--- src/rtl/i2cs_reg_arbiter.sv ---
// Register RAM arbiter: one single-port RAM shared by the I2C register port (posted writes,
// auto-incrementing pointer, coherent read shadow) and an APB slave, one access per cycle.
module i2cs_reg_arbiter #(
  parameter int AW           = 5,
  parameter int STARVE_LIMIT = 4
) (
  input  logic          clk,
  input  logic          rst,
  input  logic [7:0]    i2c_reg_addr_i,
  input  logic [7:0]    i2c_reg_wdata_i,
  input  logic          i2c_reg_wrenable_i,
  input  logic          i2c_rd_byte_done_i,
  output logic [7:0]    i2c_reg_rddata_o,
  input  logic          apb_req_i,
  input  logic          apb_we_i,
  input  logic [AW-1:0] apb_addr_i,
  input  logic [7:0]    apb_wdata_i,
  output logic          apb_ready_o,
  output logic [7:0]    apb_rdata_o,
  output logic          mem_req_o,
  output logic          mem_we_o,
  output logic [AW-1:0] mem_addr_o,
  output logic [7:0]    mem_wdata_o,
  input  logic [7:0]    mem_rdata_i,
  output logic          wr_ovf_o
);
  localparam int SW = $clog2(STARVE_LIMIT + 1);

  typedef enum logic {ARB, RD} state_t;
  state_t state_q, state_d;

  logic [7:0]    addr_q;
  logic [AW-1:0] offset_q;
  logic [AW-1:0] ptr;
  logic          addr_chg;
  logic          wr_pend_q;
  logic [AW-1:0] wr_addr_q;
  logic [7:0]    wr_data_q;
  logic          ovf_q;
  logic          rf_pend_q;
  logic          init_q;
  logic [SW-1:0] starve_q;
  logic          rd_src_apb_q;
  logic [AW-1:0] rd_addr_q;
  logic          apb_rd_done_q;
  logic [7:0]    apb_rdata_q;
  logic [7:0]    shadow_q;
  logic          apb_vld;
  logic          gnt_wr, gnt_rf, gnt_apb;
  logic          rd_gnt, wr_hit, rf_fill;

  assign addr_chg = (i2c_reg_addr_i != addr_q);
  assign ptr      = i2c_reg_addr_i[AW-1:0] + offset_q;
  // An APB read is being completed this cycle; its request is still held, so hide it.
  assign apb_vld  = apb_req_i && !apb_rd_done_q;

  // NOTE: every signal driven here gets a default first so no path leaves it unassigned,
  // which would otherwise infer a latch.
  always_comb begin
    state_d     = ARB;
    gnt_wr      = 1'b0;
    gnt_rf      = 1'b0;
    gnt_apb     = 1'b0;
    mem_req_o   = 1'b0;
    mem_we_o    = 1'b0;
    mem_addr_o  = '0;
    mem_wdata_o = '0;
    if (!rst && state_q == ARB) begin
      if (apb_vld && starve_q == SW'(STARVE_LIMIT)) gnt_apb = 1'b1;
      else if (wr_pend_q)                           gnt_wr  = 1'b1;
      else if (rf_pend_q)                           gnt_rf  = 1'b1;
      else if (apb_vld)                             gnt_apb = 1'b1;
    end
    if (gnt_wr) begin
      mem_req_o   = 1'b1;
      mem_we_o    = 1'b1;
      mem_addr_o  = wr_addr_q;
      mem_wdata_o = wr_data_q;
    end
    if (gnt_rf) begin
      mem_req_o  = 1'b1;
      mem_addr_o = ptr;
      state_d    = RD;
    end
    if (gnt_apb) begin
      mem_req_o   = 1'b1;
      mem_we_o    = apb_we_i;
      mem_addr_o  = apb_addr_i;
      mem_wdata_o = apb_wdata_i;
      if (!apb_we_i) state_d = RD;
    end
  end

  assign rd_gnt  = gnt_rf || (gnt_apb && !apb_we_i);
  assign wr_hit  = mem_req_o && mem_we_o && (mem_addr_o == ptr);
  assign rf_fill = (state_q == RD) && !rd_src_apb_q && (rd_addr_q == ptr);

  assign apb_ready_o      = (gnt_apb && apb_we_i) || apb_rd_done_q;
  assign apb_rdata_o      = apb_rdata_q;
  assign i2c_reg_rddata_o = shadow_q;
  assign wr_ovf_o         = ovf_q;

  // NOTE: state registers use non-blocking assignments so every flop samples
  // pre-edge values regardless of statement order.
  always_ff @(posedge clk or posedge rst) begin
    if (rst) begin
      state_q       <= ARB;
      addr_q        <= '0;
      offset_q      <= '0;
      wr_pend_q     <= 1'b0;
      wr_addr_q     <= '0;
      wr_data_q     <= '0;
      ovf_q         <= 1'b0;
      rf_pend_q     <= 1'b0;
      init_q        <= 1'b0;
      starve_q      <= '0;
      rd_src_apb_q  <= 1'b0;
      rd_addr_q     <= '0;
      apb_rd_done_q <= 1'b0;
      apb_rdata_q   <= '0;
      shadow_q      <= '0;
    end else begin
      state_q <= state_d;
      addr_q  <= i2c_reg_addr_i;
      init_q  <= 1'b1;

      if (addr_chg)                                     offset_q <= '0;
      else if (i2c_reg_wrenable_i || i2c_rd_byte_done_i) offset_q <= offset_q + 1'b1;

      // A drain in the same cycle frees the slot, so only an undrained entry overflows.
      if (i2c_reg_wrenable_i) begin
        wr_pend_q <= 1'b1;
        wr_addr_q <= ptr;
        wr_data_q <= i2c_reg_wdata_i;
        if (wr_pend_q && !gnt_wr) ovf_q <= 1'b1;
      end else if (gnt_wr) begin
        wr_pend_q <= 1'b0;
      end

      if (addr_chg || i2c_rd_byte_done_i || wr_hit || !init_q) rf_pend_q <= 1'b1;
      else if (rf_fill)                                        rf_pend_q <= 1'b0;

      if (gnt_apb || !apb_vld)  starve_q <= '0;
      else if (gnt_wr || gnt_rf) starve_q <= starve_q + 1'b1;

      if (rd_gnt) begin
        rd_src_apb_q <= gnt_apb;
        rd_addr_q    <= mem_addr_o;
      end

      apb_rd_done_q <= (state_q == RD) && rd_src_apb_q;
      if (state_q == RD && rd_src_apb_q) apb_rdata_q <= mem_rdata_i;
      if (rf_fill)                       shadow_q    <= mem_rdata_i;
    end
  end
endmodule
--- config.mk ---
export PLATFORM = sky130hd
export DESIGN_NAME = i2cs_reg_arbiter
export DESIGN_NICKNAME = d
export VERILOG_FILES = /design/src/rtl/i2cs_reg_arbiter.sv
export SDC_FILE = /design/constraint.sdc
export NUM_CORES = 1
export LEC_CHECK = 0
export ABC_CLOCK_PERIOD_IN_PS = 3320
export CAP_MARGIN = 20
export CELL_PAD_IN_SITES_DETAIL_PLACEMENT = 2
export CELL_PAD_IN_SITES_GLOBAL_PLACEMENT = 2
export CORE_MARGIN = 5
export CORE_UTILIZATION = 31
export CTS_CLUSTER_SIZE = 16
export DETAILED_ROUTE_END_ITERATION = 8
export PLACE_DENSITY = 0.8
export SETUP_SLACK_MARGIN = 0.4
export SLEW_MARGIN = 20
export SYNTH_ARGS = -nofsm -noshare
export SYNTH_HDL_FRONTEND = slang
export SYNTH_SLANG_ARGS = --single-unit
--- constraint.sdc ---
create_clock -name clk -period 3.32 [get_ports clk]
set_input_delay 0.83 -clock clk [delete_from_list [all_inputs] [get_ports clk]]
set_output_delay 0.83 -clock clk [all_outputs]
set_load 0.01 [all_outputs]
==> impl_metrics.csv <==
group,metric,value,unit
run_status,status,"completed",
route,route.detailed.drc,0,
timing,setup_ws,0.181,ns
timing,fin_crit_sh,94.6,%
global_routing,grt_pass1_vias,3308,
route,drt_iter0_drc,97,
worst_hold_path,whs_path_depth,1,
die,design.die.area,11600,um2
critical_path,r2r_end,"i2c_reg_rddata_o[4]",
worst_hold_path,holdCritStartpoint,"wr_ovf_o",
place,portBuffers,75,
synthesis,synth_ff_type,"dfrtp_1",
critical_path,crit_chain,"buf_8 > ha_4 > fa_2 > a21o_4 > a21oi_4 > xnor2_2 > o21ai_2 > buf_4",
timing,setup_viol_count_final,0,
route,ant_nets,0,
critical_path,reg2reg_depth,9,
worst_hold_path,hold_path.class,"reg -> reg",
pwr,power,2.21,mW
synthesis,ys_ff_latch,57,
timing,rsz0062_at_grt,"true",
place,hpwl,7.79,mm
timing,worst_pin_slew,0.592,ns
clocking,clock_path_buffers,2,
global_routing,grt_pass1_wl,19.8,mm
critical_path,r2r-start,"offset_q[0]",
critical_path,critPathMaxStageDelay,0.38,ns
job,maxCapViolations,0,
die,core,9240,um2
die,start_util,31.9,%
global_routing,grt-ovfl-total,0,
route,vias,2759,
worst_hold_path,hold_path_end,"wr_ovf_o",
synthesis,ys_types,55,
critical_path,crit_start,"i2c_reg_addr_i[0]",
timing,period_minus_slack,3.14,ns
clocking,holdBufCountCts,0,
synthesis,avgSynthCellArea,11.6,um2
critical_path,cp.arrival,2.31,ns
final_layout,area_delta_synth_final,61.4,%
clocking,cts_sinks,57,
critical_path,cp.buffers_inverters,2,
clocking,cts_tree,"built",
critical_path,worstSetupEndpointType,"output pin",
place,dp_slack,-0.625,ns
final_layout,antennaDiodeCount,0,
pwr,vdd_ir_drop_max,0.288,mV
global_routing,grt_max_degree,33,
global_routing,antenna_found_initial,0,
clocking,clk_pin_slew,0.08,ns
synthesis,yosysWarnings,0,
route,wire_per_inst,25.3,um
die,ioPinCount,76,
synthesis,syn_nets,304,
global_routing,grt_usage,23.1,%
clocking,htreeDepth,3,
critical_path,worstSetupPathType,"in -> out",
critical_path,cp_slowest_cell,"fa_2",
synthesis,synth_edf_count,0,
die,fp.dieH,107,um
final_layout,stdcell_count,526,
final_layout,fin_nets,444,
timing,clock.fmax,319,MHz
die,die_x,107,um
critical_path,critPathMaxFanout,2,
synthesis,syn_inst,253,
synthesis,yosysSeqAreaShare,48.4,%
clocking,clock_latency,0.35,ns
clocking,cts-root-buf,"clkbuf_8",
timing,skew,0.0151,ns
final_layout,postLayoutCoreUtil,51.5,%
synthesis,async_flop_share,100,%
critical_path,critical_path_required,2.49,ns
pwr,power_density,464,nW/um2
route,drt-total-wl,13.3,mm
place,place_congestion,0.775,
critical_path,cp-start-kind,"input port",
route,drtPass1Iterations,5,
die,rows,35,
clocking,cts_inserted_buffers,9,
route,vias_per_cell,5.25,
timing,hold_viol,0,
critical_path,r2r_slack,0.46,ns
place,dp.cells,490,
synthesis,syn_area,2950,um2
timing,slew_viol_final,0,
timing,maxSlewHeadroom,60.5,%
critical_path,cp_top_family,"compound AO/OA/AOI/OAI gates",
pwr,p_leak,2.13,nW
final_layout,layout-drive-gt1-share,42.1,%
registers in the layout, summed over array words and instances (netlist names):
register          count
addr_q                8
apb_rdata_o           8
i2c_reg_rddata_o      8
wr_data_q             8
offset_q              5
rd_addr_q             5
wr_addr_q             5
starve_q              3
apb_rd_done_q         1
init_q                1
rd_src_apb_q          1
rf_pend_q             1
state_q               1
wr_ovf_o              1
wr_pend_q             1
how the worst max path moves through the flow:
stage / depth (start not counted) / slack, ns / endpoint
after global routing: 8 / 0.14 / mem_addr_o[4]
after detailed placement: 8 / -0.63 / mem_addr_o[4]
final: 8 / 0.18 / mem_addr_o[4]
after CTS: 8 / 0.17 / mem_addr_o[4]
after floorplan: 6 / 0.42 / mem_addr_o[4]
after global placement: 8 / -0.56 / mem_addr_o[4]
area by class of cell:
cell class / instances / area [um2]
Tap cell: 129 / 161
Timing Repair Buffer: 138 / 1230
Sequential cell: 57 / 1430
Fill cell: 883 / 4490
Multi-Input combinational cell: 179 / 1680
Clock inverter: 4 / 76.3
Clock buffer: 11 / 151
Inverter: 8 / 30.0
worst register-to-register path: cells and delay by family (launching register included):
kind                     cells  cell delay (ns)
XOR/XNOR                     1             0.19
buffers and inverters        2             0.35
adder cells (fa/ha/maj)      2             0.68
multiplexers                 1             0.31
flip-flops                   1             0.49
AND/OR/NAND/NOR              3             0.73
metrics by stage:
stage | hold WS (ns) | setup TNS, ns | area, um2
floorplan | 0.469 | 0 | 2970
global placement | 0.457 | -6.72 | 4180
detailed placement | 0.458 | -8.92 | 4180
CTS | 0.476 | 0 | 4600
global route | 0.499 | 0 | 4750
finish | 0.470 | 0 | 4750
kinds of logic after synthesis:
| logic type | after synthesis | synth area share (%) |
|---|---|---|
| AO/OA/AOI/OAI | 57 | 14.7 |
| XOR/XNOR | 24 | 7.60 |
| adder cells (fa/ha/maj) | 8 | 3.65 |
| buffers and inverters | 17 | 2.38 |
| flip-flops | 57 | 48.4 |
| multiplexers | 35 | 13.3 |
| other | 1 | 0.127 |
| AND/OR/NAND/NOR | 54 | 9.86 |
cells in the final DEF (no fill, tap or decap), types with 3 or more instances in the layout:
cell / instances
o2111ai_1: 3
buf_2: 12
o21ai_0: 8
ha_4: 4
a21oi_1: 7
dfrtp_1: 56
inv_2: 3
nand3_1: 5
xnor2_1: 6
mux2_2: 25
a21o_1: 4
ha_1: 3
inv_1: 5
buf_6: 8
clkbuf_8: 11
buf_4: 55
mux2_4: 8
nor2_1: 12
a22o_1: 9
nand2_1: 13
clkdlybuf4s50_1: 53
xor2_1: 14
nor3_4: 3
nand2b_1: 3
cell usage after synthesis (4+ instances only):
library cell / number / share of area [%]
nand3_1: 6 / 1.0
a21oi_1: 8 / 1.4
mux2_2: 33 / 13
a22o_1: 9 / 2.7
a21o_1: 4 / 1.0
dfrtp_1: 57 / 48
clkbuf_1: 4 / 0.51
o21ai_0: 10 / 1.7
nand2_1: 14 / 1.8
xnor2_1: 8 / 2.4
nor2_1: 14 / 1.8
ha_1: 7 / 3.0
inv_1: 8 / 1.0
buf_2: 5 / 0.85
xor2_1: 15 / 4.5
where the power goes:
group | switching (mW) | total (mW) | internal [mW] | leakage, nW
clock network | 0.331 | 0.793 | 0.461 | 0.112
logic | 0.255 | 0.573 | 0.318 | 1.32
registers | 0.0718 | 0.843 | 0.771 | 0.701
total | 0.658 | 2.21 | 1.55 | 2.13
metal layers:
layer	track usage, %	share of wire, %	vias up	routed length [um]
li1	-	-	1195	-
met1	25.7	39	1416	5130
met2	41.6	52	109	6900
met3	5.52	5.9	39	784
met4	10.5	3.6	0	479
met5	0	0	-	0
what timing repair did:
item / in CTS / in global routing
gates resized for setup: 110 / 27
endpoints found under the hold margin: 0 / 0
setup buffers: 15 / 4
pin swaps: 19 / 14
cloned: 1 / 1
setup endpoints to repair: 25 / 23
Power figures use the tool's default switching activity.
